**src/rtl/uart_tx_arbiter_if.sv**
```systemverilog
// Handshake bundle between the requester channels, the arbiter and the UART transmitter.
// The slave modport is the arbiter's view; master is the environment driving it.
interface uart_tx_arbiter_if #(
    parameter int C_N_REQ           = 4,
    parameter int C_UART_DATA_WIDTH = 8
);
    localparam int GW = (C_N_REQ > 1) ? $clog2(C_N_REQ) : 1;

    logic [C_N_REQ-1:0]                   req_valid;
    logic [C_N_REQ*C_UART_DATA_WIDTH-1:0] req_data;
    logic [C_N_REQ-1:0]                   req_ready;
    logic [C_UART_DATA_WIDTH-1:0]         tx_data;
    logic                                 tx_send;
    logic                                 tx_busy;
    logic                                 tx_error;
    logic                                 err_clr;
    logic                                 err;
    logic [GW-1:0]                        grant_id;
    logic                                 active;

    modport slave (
        input  req_valid, req_data, tx_busy, tx_error, err_clr,
        output req_ready, tx_data, tx_send, err, grant_id, active
    );

    modport master (
        output req_valid, req_data, tx_busy, tx_error, err_clr,
        input  req_ready, tx_data, tx_send, err, grant_id, active
    );
endinterface

```
**src/rtl/uart_tx_arbiter.sv**
```systemverilog
// Round-robin arbiter that hands one requester word at a time to a UART transmitter,
// with a send-acknowledge timeout and a sticky error flag.
module uart_tx_arbiter #(
    parameter int C_N_REQ           = 4,
    parameter int C_UART_DATA_WIDTH = 8,
    parameter int C_TIMEOUT         = 16
) (
    input  logic              clk,
    input  logic              rstb,
    uart_tx_arbiter_if.slave  bus
);
    localparam int GW = (C_N_REQ > 1) ? $clog2(C_N_REQ) : 1;
    localparam int CW = $clog2(C_TIMEOUT) + 1;
    localparam int W  = C_UART_DATA_WIDTH;

    typedef enum logic [1:0] {IDLE, SEND, DRAIN} state_t;

    state_t         state, state_next;
    logic [GW-1:0]  ptr, ptr_next;
    logic [CW-1:0]  cnt, cnt_next;
    logic           tx_send_r, tx_send_next;
    logic [W-1:0]   tx_data_r, tx_data_next;
    logic [C_N_REQ-1:0] ready_r, ready_next;
    logic [GW-1:0]  grant_r, grant_next;
    logic           err_r, err_next;
    logic           active_r, active_next;
    logic           timeout;

    logic [GW-1:0]  sel;
    logic [GW-1:0]  rr_pos;
    logic           found;
    int             rr_idx;
    logic [W-1:0]   words [C_N_REQ];

    for (genvar g = 0; g < C_N_REQ; g++) begin : g_unpack
        assign words[g] = bus.req_data[g*W +: W];
    end

    // First valid channel found walking upward from ptr, wrapping past the top channel.
    always_comb begin
        sel    = '0;
        found  = 1'b0;
        rr_idx = 0;
        rr_pos = '0;
        for (int k = 0; k < C_N_REQ; k++) begin
            rr_idx = int'(ptr) + k;
            if (rr_idx >= C_N_REQ) begin
                rr_idx = rr_idx - C_N_REQ;
            end
            rr_pos = GW'(rr_idx);
            if (!found && bus.req_valid[rr_pos]) begin
                found = 1'b1;
                sel   = rr_pos;
            end
        end
    end

    always_comb begin
        state_next   = state;
        ptr_next     = ptr;
        cnt_next     = cnt;
        tx_send_next = tx_send_r;
        tx_data_next = tx_data_r;
        ready_next   = '0;
        grant_next   = grant_r;
        timeout      = 1'b0;

        case (state)
            IDLE: begin
                if (!bus.tx_busy && found) begin
                    state_next      = SEND;
                    cnt_next        = '0;
                    tx_send_next    = 1'b1;
                    tx_data_next    = words[sel];
                    ready_next[sel] = 1'b1;
                    grant_next      = sel;
                    ptr_next        = (sel == GW'(C_N_REQ - 1)) ? '0 : sel + 1'b1;
                end
            end
            SEND: begin
                if (bus.tx_busy) begin
                    state_next   = DRAIN;
                    tx_send_next = 1'b0;
                end else if (cnt == CW'(C_TIMEOUT - 1)) begin
                    // Transmitter never acknowledged: abandon this word and flag it.
                    timeout      = 1'b1;
                    tx_send_next = 1'b0;
                    state_next   = IDLE;
                end else begin
                    cnt_next = cnt + 1'b1;
                end
            end
            DRAIN: begin
                if (!bus.tx_busy) begin
                    state_next = IDLE;
                end
            end
            default: begin
                state_next   = IDLE;
                tx_send_next = 1'b0;
            end
        endcase

        active_next = (state_next != IDLE);

        // Setting beats clearing when both happen in the same cycle.
        err_next = err_r;
        if (bus.err_clr) begin
            err_next = 1'b0;
        end
        if (timeout || (bus.tx_error && active_r)) begin
            err_next = 1'b1;
        end
    end

    always_ff @(posedge clk or negedge rstb) begin
        if (!rstb) begin
            state     <= IDLE;
            ptr       <= '0;
            cnt       <= '0;
            tx_send_r <= 1'b0;
            tx_data_r <= '0;
            ready_r   <= '0;
            grant_r   <= '0;
            err_r     <= 1'b0;
            active_r  <= 1'b0;
        end else begin
            state     <= state_next;
            ptr       <= ptr_next;
            cnt       <= cnt_next;
            tx_send_r <= tx_send_next;
            tx_data_r <= tx_data_next;
            ready_r   <= ready_next;
            grant_r   <= grant_next;
            err_r     <= err_next;
            active_r  <= active_next;
        end
    end

    assign bus.req_ready = ready_r;
    assign bus.tx_data   = tx_data_r;
    assign bus.tx_send   = tx_send_r;
    assign bus.grant_id  = grant_r;
    assign bus.err       = err_r;
    assign bus.active    = active_r;
endmodule
```
**src/flat_wrapper.sv**
```systemverilog
// flat-port wrapper written by rule: the top's interface ports become plain ports
module uart_tx_arbiter_flat 
#(
    parameter int C_N_REQ           = 4,
    parameter int C_UART_DATA_WIDTH = 8,
    parameter int C_TIMEOUT         = 16
)
  (clk, rstb, bus_req_valid, bus_req_data, bus_tx_busy, bus_tx_error, bus_err_clr, bus_req_ready, bus_tx_data, bus_tx_send, bus_err, bus_grant_id, bus_active);
  uart_tx_arbiter_if #(.C_N_REQ(C_N_REQ), .C_UART_DATA_WIDTH(C_UART_DATA_WIDTH)) bus_i ();
  input  logic clk;
  input  logic rstb;
  input wire logic [$bits(bus_i.req_valid)-1:0] bus_req_valid;
  input wire logic [$bits(bus_i.req_data)-1:0] bus_req_data;
  input wire logic [$bits(bus_i.tx_busy)-1:0] bus_tx_busy;
  input wire logic [$bits(bus_i.tx_error)-1:0] bus_tx_error;
  input wire logic [$bits(bus_i.err_clr)-1:0] bus_err_clr;
  output wire logic [$bits(bus_i.req_ready)-1:0] bus_req_ready;
  output wire logic [$bits(bus_i.tx_data)-1:0] bus_tx_data;
  output wire logic [$bits(bus_i.tx_send)-1:0] bus_tx_send;
  output wire logic [$bits(bus_i.err)-1:0] bus_err;
  output wire logic [$bits(bus_i.grant_id)-1:0] bus_grant_id;
  output wire logic [$bits(bus_i.active)-1:0] bus_active;
  assign bus_i.req_valid = bus_req_valid;
  assign bus_i.req_data = bus_req_data;
  assign bus_i.tx_busy = bus_tx_busy;
  assign bus_i.tx_error = bus_tx_error;
  assign bus_i.err_clr = bus_err_clr;
  assign bus_req_ready = bus_i.req_ready;
  assign bus_tx_data = bus_i.tx_data;
  assign bus_tx_send = bus_i.tx_send;
  assign bus_err = bus_i.err;
  assign bus_grant_id = bus_i.grant_id;
  assign bus_active = bus_i.active;
  uart_tx_arbiter #(.C_N_REQ(C_N_REQ), .C_UART_DATA_WIDTH(C_UART_DATA_WIDTH), .C_TIMEOUT(C_TIMEOUT)) u_core (.clk(clk), .rstb(rstb), .bus(bus_i));
endmodule
```
**config.mk**
```make
export PLATFORM = sky130hd
export DESIGN_NAME = uart_tx_arbiter_flat
export DESIGN_NICKNAME = d
export VERILOG_FILES = /design/src/rtl/uart_tx_arbiter_if.sv /design/src/rtl/uart_tx_arbiter.sv /design/src/flat_wrapper.sv
export SDC_FILE = /design/constraint.sdc
export NUM_CORES = 1
export LEC_CHECK = 0
export CORE_MARGIN = 5
export CORE_UTILIZATION = 42
export DETAILED_ROUTE_END_ITERATION = 10
export PLACE_DENSITY = 0.79
export SKIP_LAST_GASP = 1
export SYNTH_ARGS = -nofsm -noshare
export SYNTH_HDL_FRONTEND = slang
export SYNTH_SLANG_ARGS = --single-unit
```
**constraint.sdc**
```tcl
create_clock -name clk -period 2.39 [get_ports clk]
set_input_delay 0.478 -clock clk [delete_from_list [all_inputs] [get_ports clk]]
set_output_delay 0.478 -clock clk [all_outputs]
set_load 0.03 [all_outputs]
```
==> flow_results.xml, run 1 <==
<?xml version="1.0" encoding="UTF-8"?>
<metrics>
  <group name="cts">
    <metric name="cts.repair.resized" unit="">0</metric>
    <metric name="tritoncts_clock_tree" unit="">done</metric>
    <metric name="clock_insertion_delay_worst_skew" unit="ps">310</metric>
    <metric name="clkTransAtPathRegs" unit="ps">140</metric>
    <metric name="cts_post_setup_buffers_inserted" unit="">0</metric>
    <metric name="cts_buffers" unit="">3</metric>
    <metric name="cts_sinks" unit="">26</metric>
    <metric name="root_buffer" unit="">sky130_fd_sc_hd__clkbuf_4</metric>
    <metric name="clock_tree_buffer_depth" unit="">2</metric>
    <metric name="cts-htree-levels" unit="">1</metric>
    <metric name="post_cts_hold_buffer_count" unit="">0</metric>
  </group>
  <group name="logic_synthesis">
    <metric name="postSynthNetCount" unit="">174</metric>
    <metric name="post_synth_num_cell_types" unit="">28</metric>
    <metric name="number_of_warnings_issued_by_yosys" unit="">0</metric>
    <metric name="sequential_share_of_the_synthesized_area" unit="%">47.9</metric>
    <metric name="synthCells" unit="">127</metric>
    <metric name="ys_ff_latch" unit="">26</metric>
    <metric name="synth.avg_cell_area" unit="um^2">10.7</metric>
    <metric name="synthesis.area" unit="um^2">1360</metric>
  </group>
  <group name="sta">
    <metric name="rsz_0062_raised_after_global_routing" unit="">no</metric>
    <metric name="timing.fmax" unit="MHz">462</metric>
    <metric name="post-route-min-period" unit="ps">2170</metric>
    <metric name="slew-limit-headroom" unit="%">56.4</metric>
    <metric name="fin_setup_tns" unit="ps">0</metric>
    <metric name="finalHoldViolations" unit="">0</metric>
    <metric name="worst_clk_skew" unit="ps">3.99</metric>
    <metric name="timing.final.setup_violations" unit="">0</metric>
    <metric name="worst_hold_slack" unit="ps">492</metric>
    <metric name="min_period_over_period" unit="%">90.6</metric>
    <metric name="slew_violations" unit="">0</metric>
    <metric name="tightest_slew" unit="ps">649</metric>
  </group>
  <group name="worst_setup_path">
    <metric name="r2r_end" unit="">u_core.cnt[3]$_DFFE_PN0P_</metric>
    <metric name="ff2ff_path_depth" unit="">7</metric>
    <metric name="endpoint" unit="">u_core.cnt[3]$_DFFE_PN0P_</metric>
    <metric name="worstReg2RegStart" unit="">u_core.cnt[0]$_DFFE_PN0P_</metric>
    <metric name="critPathCaptureType" unit="">register</metric>
    <metric name="critPathRequiredTime" unit="ps">2580</metric>
    <metric name="rrSetupSlack" unit="ps">220</metric>
    <metric name="critPathKind" unit="">reg -&gt; reg</metric>
    <metric name="crit_path_start_kind" unit="">register</metric>
    <metric name="crit_path_max_fanout" unit="">4</metric>
    <metric name="cp.arrival" unit="ps">2360</metric>
    <metric name="timing.critical_path.from" unit="">u_core.cnt[0]$_DFFE_PN0P_</metric>
  </group>
  <group name="status">
    <metric name="status" unit="">finished clean</metric>
  </group>
  <group name="global_route">
    <metric name="antenna_found_initial" unit="">0</metric>
    <metric name="grt_first_pass_wirelength" unit="mm">5.60</metric>
    <metric name="via_count_of_the_first_global_routing_pass" unit="">1285</metric>
    <metric name="globalRouteTotalUtil" unit="%">16.3</metric>
    <metric name="overflow" unit="">0</metric>
    <metric name="maximum_number_of_pins_on_one_net_before_global_route_repair" unit="">27</metric>
  </group>
  <group name="final_layout">
    <metric name="finalCoreUtilization" unit="%">66.1</metric>
    <metric name="relative_area_change_from_synthesis_to_final_layout" unit="%">49.6</metric>
    <metric name="antenna_cells" unit="">0</metric>
    <metric name="drive_above_1_share" unit="%">6.84</metric>
    <metric name="final_cell_area" unit="um^2">2030</metric>
    <metric name="final_cells" unit="">234</metric>
    <metric name="fin_nets" unit="">238</metric>
  </group>
  <group name="place">
    <metric name="io_buffer_count" unit="">57</metric>
    <metric name="post_placement_cell_area" unit="um^2">2000</metric>
    <metric name="place_congestion" unit="">0.764</metric>
    <metric name="numPlacedInstances" unit="">230</metric>
    <metric name="detailedPlacementHpwl" unit="mm">2.76</metric>
  </group>
  <group name="power_and_ir_drop">
    <metric name="static-leakage-power" unit="uW">0.000946</metric>
    <metric name="power.density" unit="nW/um^2">1010</metric>
    <metric name="vdd_drop_max" unit="mV">0.526</metric>
  </group>
  <group name="detailed_routing">
    <metric name="ant_nets" unit="">0</metric>
    <metric name="routed_wirelength" unit="mm">3.43</metric>
    <metric name="detail_route.drc_violations" unit="">0</metric>
    <metric name="drt-initial-drc-count" unit="">27</metric>
    <metric name="mean_routed_wirelength_per_cell" unit="um">14.6</metric>
    <metric name="first_pass_iters" unit="">4</metric>
    <metric name="drt-vias-per-instance" unit="">4.95</metric>
    <metric name="vias" unit="">1159</metric>
  </group>
  <group name="worst_hold_path">
    <metric name="min_path_type" unit="">reg -&gt; reg</metric>
  </group>
  <group name="flow_run">
    <metric name="drv_cap" unit="">0</metric>
  </group>
  <group name="floorplan">
    <metric name="fp.dieArea" unit="um^2">4470</metric>
    <metric name="coreArea" unit="um^2">3080</metric>
    <metric name="dieWidth" unit="um">66.9</metric>
    <metric name="die-height" unit="um">66.9</metric>
    <metric name="top_level_i_o_count" unit="">58</metric>
    <metric name="initial_utilization" unit="%">44.1</metric>
    <metric name="std_cell_rows" unit="">20</metric>
  </group>
</metrics>
-- kinds of logic (layout without fill, tap and decap cells) --
group / after synthesis / count (layout) / synth area share [%]
buffers and inverters: 8 / 71 / 4.05
AOI/OAI and AO/OA: 20 / 20 / 11.4
muxes: 16 / 16 / 11.8
and+or+nand+nor: 48 / 48 / 17.4
adders and majority gates: 6 / 6 / 5.52
DFF: 26 / 26 / 47.9
xor gates and xnor gates: 3 / 3 / 1.93
-- power by group --
group	internal, uW	switching, uW	total, uW
logic	495	615	1110
registers	601	124	725
clock network	93.0	129	222
-- through the flow --
| stage | power, uW | setup slack, ps |
|---|---|---|
| global route | 2190 | 113 |
| finish | 2060 | 224 |
| global placement | 1810 | 147 |
| detailed placement | 1850 | 55.0 |
| CTS | 2080 | 253 |
| floorplan | 1410 | 501 |
-- cell type report --
| cell class | count | area (um^2) |
|---|---|---|
| Fill cell | 252 | 1040 |
| Tap cell | 44 | 55.1 |
| Sequential cell | 26 | 651 |
| Clock buffer | 4 | 36.3 |
| Inverter | 5 | 18.8 |
| Multi-Input combinational cell | 93 | 664 |
| Timing Repair Buffer | 62 | 608 |
-- cell usage in the layout (no fill, tap or decap) --
cell / count
sky130_fd_sc_hd__nor2_1: 7
sky130_fd_sc_hd__a22oi_1: 1
sky130_fd_sc_hd__o21a_1: 1
sky130_fd_sc_hd__ha_1: 6
sky130_fd_sc_hd__clkbuf_8: 1
sky130_fd_sc_hd__inv_1: 5
sky130_fd_sc_hd__nor4_2: 1
sky130_fd_sc_hd__nand3_1: 3
sky130_fd_sc_hd__nor2b_1: 4
sky130_fd_sc_hd__mux2i_1: 16
sky130_fd_sc_hd__nand2_1: 21
sky130_fd_sc_hd__or3_1: 1
sky130_fd_sc_hd__clkbuf_4: 3
sky130_fd_sc_hd__o221a_2: 1
sky130_fd_sc_hd__a21boi_1: 1
sky130_fd_sc_hd__clkdlybuf4s50_1: 57
sky130_fd_sc_hd__nor4_1: 1
sky130_fd_sc_hd__o221ai_1: 8
sky130_fd_sc_hd__dfrtp_1: 26
sky130_fd_sc_hd__nand4_1: 1
sky130_fd_sc_hd__and2_1: 1
sky130_fd_sc_hd__buf_4: 5
sky130_fd_sc_hd__nand3b_1: 1
sky130_fd_sc_hd__o21ai_0: 7
sky130_fd_sc_hd__o32ai_4: 1
sky130_fd_sc_hd__nor4b_1: 1
sky130_fd_sc_hd__xor2_1: 3
sky130_fd_sc_hd__nand2_2: 1
sky130_fd_sc_hd__and3_1: 5
-- worst max-delay path, cell delays in order (launching register included) --
cell and delay [ps]:
sky130_fd_sc_hd__dfrtp_1 430, sky130_fd_sc_hd__ha_1 220, sky130_fd_sc_hd__and3_1 190, sky130_fd_sc_hd__ha_1 240, sky130_fd_sc_hd__nor4b_1 560, sky130_fd_sc_hd__nand4_1 190
sky130_fd_sc_hd__xor2_1 160, sky130_fd_sc_hd__nor2_1 50
-- sequential cells by signal, indices dropped and copies added, names as in the netlist --
name,cells
u_core.bus.grant_id,2
u_core.bus.active,1
u_core.state,2
u_core.cnt,5
u_core.bus.err,1
u_core.bus.req_ready,4
u_core.bus.tx_data,8
u_core.ptr,2
u_core.bus.tx_send,1
-- routing by layer --
metal,GRT usage (%),vias up,wire [um]
met4,5.32,0,27
met3,1.85,2,132
met2,29.7,27,1870
met1,19.7,551,1390
met5,0,-,0
li1,-,579,-
-- how the worst min path moves through the flow --
stage,start,end,slack (ps),cells after the start
floorplan,rstb,u_core.bus.active$_DFF_PN0_,180,0
detailed placement,u_core.bus.grant_id[0]$_DFFE_PN0P_,u_core.bus.grant_id[0]$_DFFE_PN0P_,460,2
global placement,u_core.bus.grant_id[0]$_DFFE_PN0P_,u_core.bus.grant_id[0]$_DFFE_PN0P_,460,2
finish,u_core.bus.grant_id[0]$_DFFE_PN0P_,u_core.bus.grant_id[0]$_DFFE_PN0P_,490,2
CTS,u_core.bus.grant_id[0]$_DFFE_PN0P_,u_core.bus.grant_id[0]$_DFFE_PN0P_,500,2
global route,u_core.bus.grant_id[0]$_DFFE_PN0P_,u_core.bus.grant_id[0]$_DFFE_PN0P_,510,2
-- synthesized netlist by cell type, drive strengths merged --
library cell	n	area, um^2
a21boi	1	7.51
a22oi	1	7.51
and2	1	6.26
and3	5	31.3
buf	3	36.3
dfrtp	26	651
ha	6	75.1
inv	5	18.8
mux2i	16	160
nand2	22	85.1
nand3	3	15.0
nand3b	1	7.51
nand4	1	6.26
nor2	7	26.3
nor2b	4	25.0
nor4	2	18.8
nor4b	1	8.76
o21a	1	7.51
o21ai	7	35.0
o221a	1	11.3
o221ai	8	70.1
o32ai	1	16.3
or3	1	6.26
xor2	3	26.3
Note: power is estimated with default switching activity, not from simulation.
==> run 2, diff against run 1 <==
--- a/config.mk
+++ b/config.mk
@@ -8,6 +8,7 @@
 export CORE_MARGIN = 5
 export CORE_UTILIZATION = 42
 export DETAILED_ROUTE_END_ITERATION = 10
+export HOLD_SLACK_MARGIN = 0.05
 export PLACE_DENSITY = 0.79
 export SKIP_LAST_GASP = 1
 export SYNTH_ARGS = -nofsm -noshare
==> results of run 2 <==
The final DEF is identical to that of run 1; final timing and power are the same.
